===== config.mk =====
export PLATFORM = sky130hd
export DESIGN_NAME = mem_access_unit
export DESIGN_NICKNAME = d
export VERILOG_FILES = /design/src/rtl/mem_pkg.sv /design/src/rtl/mem_bus_watchdog.sv /design/src/rtl/mem_access_unit.sv
export SDC_FILE = /design/constraint.sdc
export NUM_CORES = 1
export LEC_CHECK = 0
export CORE_MARGIN = 5
export CORE_UTILIZATION = 37
export DETAILED_ROUTE_END_ITERATION = 12
export PLACE_DENSITY = 0.76
export SYNTH_ARGS = -nofsm -noshare
export SYNTH_HDL_FRONTEND = slang
export SYNTH_SLANG_ARGS = --single-unit

===== constraint.sdc =====
create_clock -name clk -period 3.3 [get_ports clk]
set_input_delay 0.495 -clock clk [delete_from_list [all_inputs] [get_ports clk]]
set_output_delay 0.495 -clock clk [all_outputs]
set_load 0.005 [all_outputs]

===== src/rtl/mem_pkg.sv =====
// mem_pkg: shared FSM state type, abort data and watchdog counter width for mem_access_unit
package mem_pkg;
  typedef enum logic [1:0] {IDLE, WAIT, DONE} mem_state_t;
  localparam logic [31:0] MEM_ABORT_DATA = 32'hDEADBEEF;
  localparam int MEM_CNT_W = 8;
endpackage


===== src/rtl/mem_bus_watchdog.sv =====
// mem_bus_watchdog: counts enabled cycles; expired marks the TIMEOUT_CYCLES-th enabled cycle
module mem_bus_watchdog
  import mem_pkg::*;
#(
  parameter int TIMEOUT_CYCLES = 255
) (
  input  logic clk,
  input  logic reset,
  input  logic clear,
  input  logic enable,
  output logic expired
);
  logic [MEM_CNT_W-1:0] r_count;
  always_ff @(posedge clk or posedge reset)
    if (reset) r_count <= '0;
    else if (clear) r_count <= '0;
    else if (enable) r_count <= r_count + MEM_CNT_W'(1);
  assign expired = enable && (r_count == MEM_CNT_W'(TIMEOUT_CYCLES - 1));
endmodule


===== src/rtl/mem_access_unit.sv =====
// mem_access_unit: MEM-stage data bus master with stall, timeout abort and optional alignment check.
// Define MEM_ALIGN_CHECK_EN to reject misaligned accesses in IDLE via misalign_err.
module mem_access_unit
  import mem_pkg::*;
#(
  parameter int TIMEOUT_CYCLES = 255
) (
  input  logic        clk,
  input  logic        reset,
  input  logic        mem_read,
  input  logic        mem_write,
  input  logic [31:0] addr,
  input  logic [31:0] write_data,
  output logic        bus_req,
  output logic        bus_we,
  output logic [31:0] bus_addr,
  output logic [31:0] bus_wdata,
  input  logic [31:0] bus_rdata,
  input  logic        bus_ack,
  output logic [31:0] read_data,
  output logic        stall,
  output logic        bus_err,
  output logic        misalign_err
);
  mem_state_t r_state, w_next;
  logic r_we, r_bus_err;
  logic [31:0] r_addr, r_wdata, r_read_data;
  logic w_access, w_misalign, w_start, w_in_wait, w_ack, w_expired, w_timeout;
  assign w_access = mem_read | mem_write;
`ifdef MEM_ALIGN_CHECK_EN
  assign w_misalign = (r_state == IDLE) && w_access && (addr[1:0] != 2'b00);
`else
  assign w_misalign = 1'b0;
`endif
  assign w_start   = (r_state == IDLE) && w_access && !w_misalign;
  assign w_in_wait = (r_state == WAIT);
  assign w_ack     = w_in_wait && bus_ack;
  assign w_timeout = w_expired && !bus_ack;
  mem_bus_watchdog #(.TIMEOUT_CYCLES(TIMEOUT_CYCLES)) u_watchdog (
    .clk    (clk),
    .reset  (reset),
    .clear  (!w_in_wait),
    .enable (w_in_wait),
    .expired(w_expired)
  );
  always_ff @(posedge clk or posedge reset)
    if (reset) r_state <= IDLE;
    else r_state <= w_next;
  // DONE always returns to IDLE so inputs still held by the same instruction are not reissued
  always_comb begin
    w_next       = r_state;
    stall        = 1'b0;
    misalign_err = 1'b0;
    w_next       = w_start ? WAIT : (w_ack || w_timeout) ? DONE : (r_state == DONE) ? IDLE : r_state;
    stall        = !reset && (w_start || (w_in_wait && !bus_ack));
    misalign_err = !reset && w_misalign;
  end
  always_ff @(posedge clk or posedge reset)
    if (reset) begin
      r_we        <= 1'b0;
      r_addr      <= '0;
      r_wdata     <= '0;
      r_read_data <= '0;
      r_bus_err   <= 1'b0;
    end else begin
      if (w_start) begin
        r_we    <= mem_write;
        r_addr  <= addr & 32'hFFFF_FFFC;
        r_wdata <= write_data;
      end
      r_bus_err <= w_timeout;
      if (!r_we && w_ack) r_read_data <= bus_rdata;
      else if (!r_we && w_timeout) r_read_data <= MEM_ABORT_DATA;
    end
  assign bus_req   = w_in_wait;
  assign bus_we    = r_we;
  assign bus_addr  = r_addr;
  assign bus_wdata = r_wdata;
  assign read_data = r_read_data;
  assign bus_err   = r_bus_err;
endmodule


==> impl_metrics.tcl, run 1 <==
set metrics [dict create \
    outcome "complete, no violations" \
    initial_core_util_pct 38.1 \
    rows 39 \
    dp.final_hpwl_um 8450 \
    cts_setup_buffers 0 \
    rrSetupSlack_ns 1.33 \
    period_needed_ns 2.51 \
    ir_drop_mv 0.563 \
    slew_violations 0 \
    vias 3450 \
    skew_ns 0.00693 \
    cp.depth 4 \
    arrival_ns 2.01 \
    wl_per_cell_um 17.2 \
    crit_family "simple AND/OR/NAND/NOR gates" \
    power_density_nw_per_um2 861 \
    worstMarginPinSlew_ns 0.955 \
    syn_inst 340 \
    cts-root-buf "clkbuf_16" \
    grt_usage_pct 16.3 \
    slew_headroom_pct 36.4 \
    period_share_pct 75.9 \
    core_um2 11500 \
    leakage_nw 2.72 \
    syn_avg_cell_area_um2 12.9 \
    critPathCaptureType "primary output" \
    diodes 0 \
    synth_top_area_share_pct 60.4 \
    syn-cell-area_um2 4390 \
    first_iter_violations 279 \
    htreeDepth 3 \
    path_buf_inv 1 \
    cts_buffer_depth 2 \
    worstPathRequired_ns 2.80 \
    fp.dieH_um 119 \
    die_w_um 119 \
    holdPathStages 1 \
    fmax_mhz 399 \
    clkTransAtPathRegs_ns 0.07 \
    setup_tns_ns 0 \
    grt_pass1_wl_um 18900 \
    synth_area_leaders "dfrtp_1, mux2_2, a211oi_1" \
    nFillCells 944 \
    grt_max_degree 66 \
    slowest_delay_ns 0.50 \
    slowest_stage "clkdlybuf4s50_1" \
    power_mw 5.81 \
    cp-start-kind "flip-flop" \
    hold_viol_final 0 \
    cts_tree "yes" \
    holdCritPathClass "flip-flop to flip-flop" \
    synth-seq-cells 106 \
    die-area_um2 14200 \
    path_cells "or2b_1, nor2_1, o21a_1, clkdlybuf4s50_1" \
    rsz0062_at_grt "false" \
    ys_seq_area_share_pct 60.4 \
    syn2layout_area_growth_pct 53.5 \
    setup_viol_count_final 0 \
    antenna_found_initial 0 \
    nets 631 \
    ios 202 \
    cts_buffers 9 \
    wirelength_um 11600 \
    io_buffers 196 \
    ys_warn_count 0 \
    clk_latency_ns 0.33 \
    cts_resized 0 \
    finalWorstSetupSlack_ns 0.794 \
    critPathMaxFanout 11 \
    reg2reg_depth 5 \
    vias_per_cell 5.10 \
    yosysUniqueCellTypes 34 \
    pre_cts_ws_ns 0.843 \
    gr-total-overflow 0 \
    grt_pass1_vias 3708 \
    postCtsHoldBufs 0 \
    yosysTopAreaCell "dfrtp_1" \
    clock-sinks 106 \
    crit_type "flip-flop to primary output" \
    place.gp.congestion 0.719 \
    drive_above_1_share_pct 16.5 \
    drc 0 \
    first_pass_iters 4 \
    drtAntennaViolNets 0 \
    drv_cap 0 \
]
## power breakdown
part	total (mW)	internal [mW]	switching, mW
registers	2.20	1.86	0.342
clock network	1.07	0.612	0.459
logic	2.54	1.67	0.873
## area by class of cell
cell class	count	area, um^2	share of cell area (%)
timing repair buffer	203	2010	29.9
tap	143	179	2.65
clock inverter	5	61.3	0.909
sequential	106	2650	39.3
inverter	3	15.0	0.223
clock buffer	11	243	3.60
multi-input combinational	205	1580	23.4
## metal layers
layer	vias to the layer above	wire, um	global-route usage (%)
met5	-	0	0
met3	17	1090	6.97
met1	1685	4560	18.9
li1	1605	-	-
met2	143	5760	27.5
met4	0	224	5.21
## final timing paths
kind                                       start            end
max                                   r_state[0]          stall
min                                 bus_addr[16]   bus_addr[16]
max reg2reg                u_watchdog.r_count[0]     r_state[0]
min reg2reg                         bus_addr[16]   bus_addr[16]
max in group asynchronous                  reset   bus_addr[27]
min in group asynchronous                  reset  bus_wdata[27]
## cell usage in the layout, fill, tap and decap left out, types with 7 or more instances in the layout
cell type        instances
clkdlybuf4s50_1        196
o21ai_1                  8
nand2b_1                 8
o22ai_1                 24
mux2_2                  63
a22oi_1                  8
buf_4                    7
a211oi_1                24
clkbuf_16                9
dfrtp_1                106
nor2_1                  32
## cell families after synthesis
| logic type | count (synthesis) | share of synthesized area (%) |
|---|---|---|
| flops | 106 | 60.4 |
| compound gates | 74 | 11.2 |
| other cells | 1 | 0.0854 |
| mux | 63 | 16.1 |
| buf+inv | 31 | 3.96 |
| fa+ha+maj | 2 | 0.570 |
| simple gates | 60 | 7.09 |
| xor+xnor | 3 | 0.598 |
## Yosys cell counts (all sizes together)
library cell / instances
nor4: 1
dfrtp: 106
a22oi: 8
or3b: 1
a211o: 1
and3: 1
o31a: 1
nor4bb: 1
and4: 1
buf: 24
o21a: 1
nor3: 1
o22ai: 24
a211oi: 24
nand2: 2
ha: 2
or2b: 2
a21oi: 4
nor2: 32
nand2b: 8
xor2: 2
o21ai: 11
inv: 3
mux2: 63
nand4: 1
nand4bb: 1
clkbuf: 4
nor3b: 1
nand3: 4
conb: 1
or3: 3
xnor2: 1
## metrics by stage
stage,hold WS [ns],instance area (um^2),instances,utilization [%]
global route,0.520,6750,676,58.6
global placement,0.471,6440,660,55.9
finish,0.507,6750,676,58.6
floorplan,0.455,4400,342,-
detailed placement,0.487,6440,660,55.9
CTS,0.510,6750,676,58.6
## state kept, by name, indices dropped and copies added (netlist names)
signal and cells:
u_watchdog.r_count 8, bus_we 1, bus_err 1, bus_wdata 32
bus_addr 30, r_state 2, read_data 32
Note: power is estimated with default switching activity, not from simulation.
==> inputs of run 2 (changes only) <==
Settings changed: CORE_UTILIZATION 37 to 41, PLACE_DENSITY 0.76 to 0.8.
Clock period 3.3 ns to 2.6 ns, I/O delays scaled along.
==> run 2 against run 1 <==
Clock skew is 0.0038 ns higher. Global-route usage is 2.6 points higher. Non-clock buffer count is 1 higher. Worst setup slack worse by 0.64 ns. Core utilization is 5.4 points higher. Wire length is 2.1% higher. First-iteration DRC count is 11% lower. Combinational power is 28% higher. Clock power is 8% lower. Worst hold slack worse by 0.014 ns. Critical path type unchanged. Highest routed layer unchanged.
==> impl_metrics.tcl, run 2 (synthesis gave the netlist of run 1 again) <==
set metrics [dict create \
    outcome "complete, no violations" \
    cp-start-kind "flip-flop" \
    cts_tree "yes" \
    antenna_found_initial 0 \
    startpoint "r_state[0]" \
    leakage_nw 2.68 \
    r2r-end "r_state[0]" \
    grt_usage_pct 19.0 \
    die-area_um2 12900 \
    crit_end "stall" \
    cts-root-buf "clkbuf_8" \
    finalWorstSetupSlack_ns 0.150 \
    setup_tns_ns 0 \
    worstPathRequired_ns 2.21 \
    period_needed_ns 2.45 \
    r2r-start "u_watchdog.r_count[3]" \
    cts_buffers 9 \
    slew_headroom_pct 40.4 \
    path_buf_inv 1 \
    slowest_stage "dfrtp_1" \
    first_iter_violations 248 \
    clk_latency_ns 0.36 \
    critPathCaptureType "primary output" \
    gr-total-overflow 0 \
    first_pass_iters 4 \
    hold_viol_final 0 \
    rows 37 \
    nets 632 \
    crit_family "simple AND/OR/NAND/NOR gates" \
    grt_max_degree 69 \
    path_cells "or2b_1, nor2_1, o21a_1, clkdlybuf4s50_1" \
    final_common_cell "clkdlybuf4s50_1" \
    drive_above_1_share_pct 16.4 \
    holdPathStages 1 \
    reg2reg_depth 3 \
    cts_buffer_depth 2 \
    drtAntennaViolNets 0 \
    worstMarginPinSlew_ns 0.895 \
    cts_resized 0 \
    cts_setup_buffers 0 \
    mostFrequentLayoutCells "clkdlybuf4s50_1, dfrtp_1, mux2_2, nor2_1" \
    period_share_pct 94.2 \
    clkTransAtPathRegs_ns 0.10 \
    grt_pass1_wl_um 19500 \
    critPathMaxFanout 11 \
    fp.dieH_um 114 \
    fmax_mhz 408 \
    core_um2 10400 \
    power_density_nw_per_um2 1060 \
    final_core_util_pct 64.0 \
    cp.depth 4 \
    crit_type "flip-flop to primary output" \
    ios 202 \
    hp-start "u_watchdog.r_count[0]" \
    holdCritPathClass "flip-flop to flip-flop" \
    initial_core_util_pct 42.4 \
    slowest_delay_ns 0.51 \
    drv_cap 0 \
    drc 0 \
    htreeDepth 3 \
    place.gp.congestion 0.721 \
    vias_per_cell 5.18 \
    dp.final_hpwl_um 8730 \
    die_w_um 114 \
    grt_pass1_vias 3663 \
    clock-sinks 106 \
    diodes 0 \
    rrSetupSlack_ns 0.82 \
    skew_ns 0.0108 \
    vias 3457 \
    wl_per_cell_um 17.8 \
    rsz0062_at_grt "false" \
    setup_viol_count_final 0 \
    ir_drop_mv 0.558 \
    arrival_ns 2.06 \
    slew_violations 0 \
    syn2layout_area_growth_pct 51.0 \
    wirelength_um 11900 \
    io_buffers 196 \
    pre_cts_ws_ns 0.385 \
    postCtsHoldBufs 0 \
]
## run 2: cell count changes in the layout (fill, tap and decap cells not counted), sizes merged
cell,change
buf,+1
clkbuf,-1
clkinvlp,-1
## run 2: layout make-up
| cell class | count | area, um^2 |
|---|---|---|
| timing repair buffer | 204 | 2030 |
| clock inverter | 4 | 53.8 |
| multi-input combinational | 205 | 1580 |
| inverter | 3 | 15.0 |
| fill | 840 | 3740 |
| sequential | 106 | 2650 |
| clock buffer | 10 | 128 |
| tap | 136 | 170 |
## run 2: stage by stage
step / power, mW / area, um^2 / hold WS, ns / instances
global route: 7.53 / 6630 / 0.515 / 668
CTS: 7.13 / 6630 / 0.497 / 668
global placement: 5.99 / 6450 / 0.470 / 654
detailed placement: 6.12 / 6450 / 0.483 / 654
floorplan: 4.26 / 4400 / 0.455 / 342
finish: 7.02 / 6630 / 0.494 / 668
## run 2: routing by layer
metal	part of all wire, %	GRT usage (%)	vias up
met3	9.5	7.64	14
met2	50	30.7	134
li1	-	-	1601
met4	1.5	6.17	0
met1	39	23.1	1708
met5	0	0	-
## run 2: worst min-delay path by stage
stage,to,slack [ns]
6_report,u_watchdog.r_count[0],0.49
4_1_cts,u_watchdog.r_count[0],0.50
3_5_place_dp,u_watchdog.r_count[0],0.48
2_1_floorplan,u_watchdog.r_count[0],0.45
5_1_grt,u_watchdog.r_count[0],0.52
3_3_place_gp,u_watchdog.r_count[0],0.47
## run 2: worst register-to-register path: cells and delay by family (launching register included)
kind	cells	cell delay [ns]
DFF	1	0.45
and+or+nand+nor	1	0.82
AOI/OAI and AO/OA	2	0.39
## run 2: power breakdown
| part | internal (mW) | leakage (nW) | switching, mW |
|---|---|---|---|
| Clock | 0.439 | 0.0848 | 0.545 |
| Combinational | 2.13 | 1.31 | 1.11 |
| Sequential | 2.35 | 1.28 | 0.449 |
| Total | 4.92 | 2.68 | 2.10 |
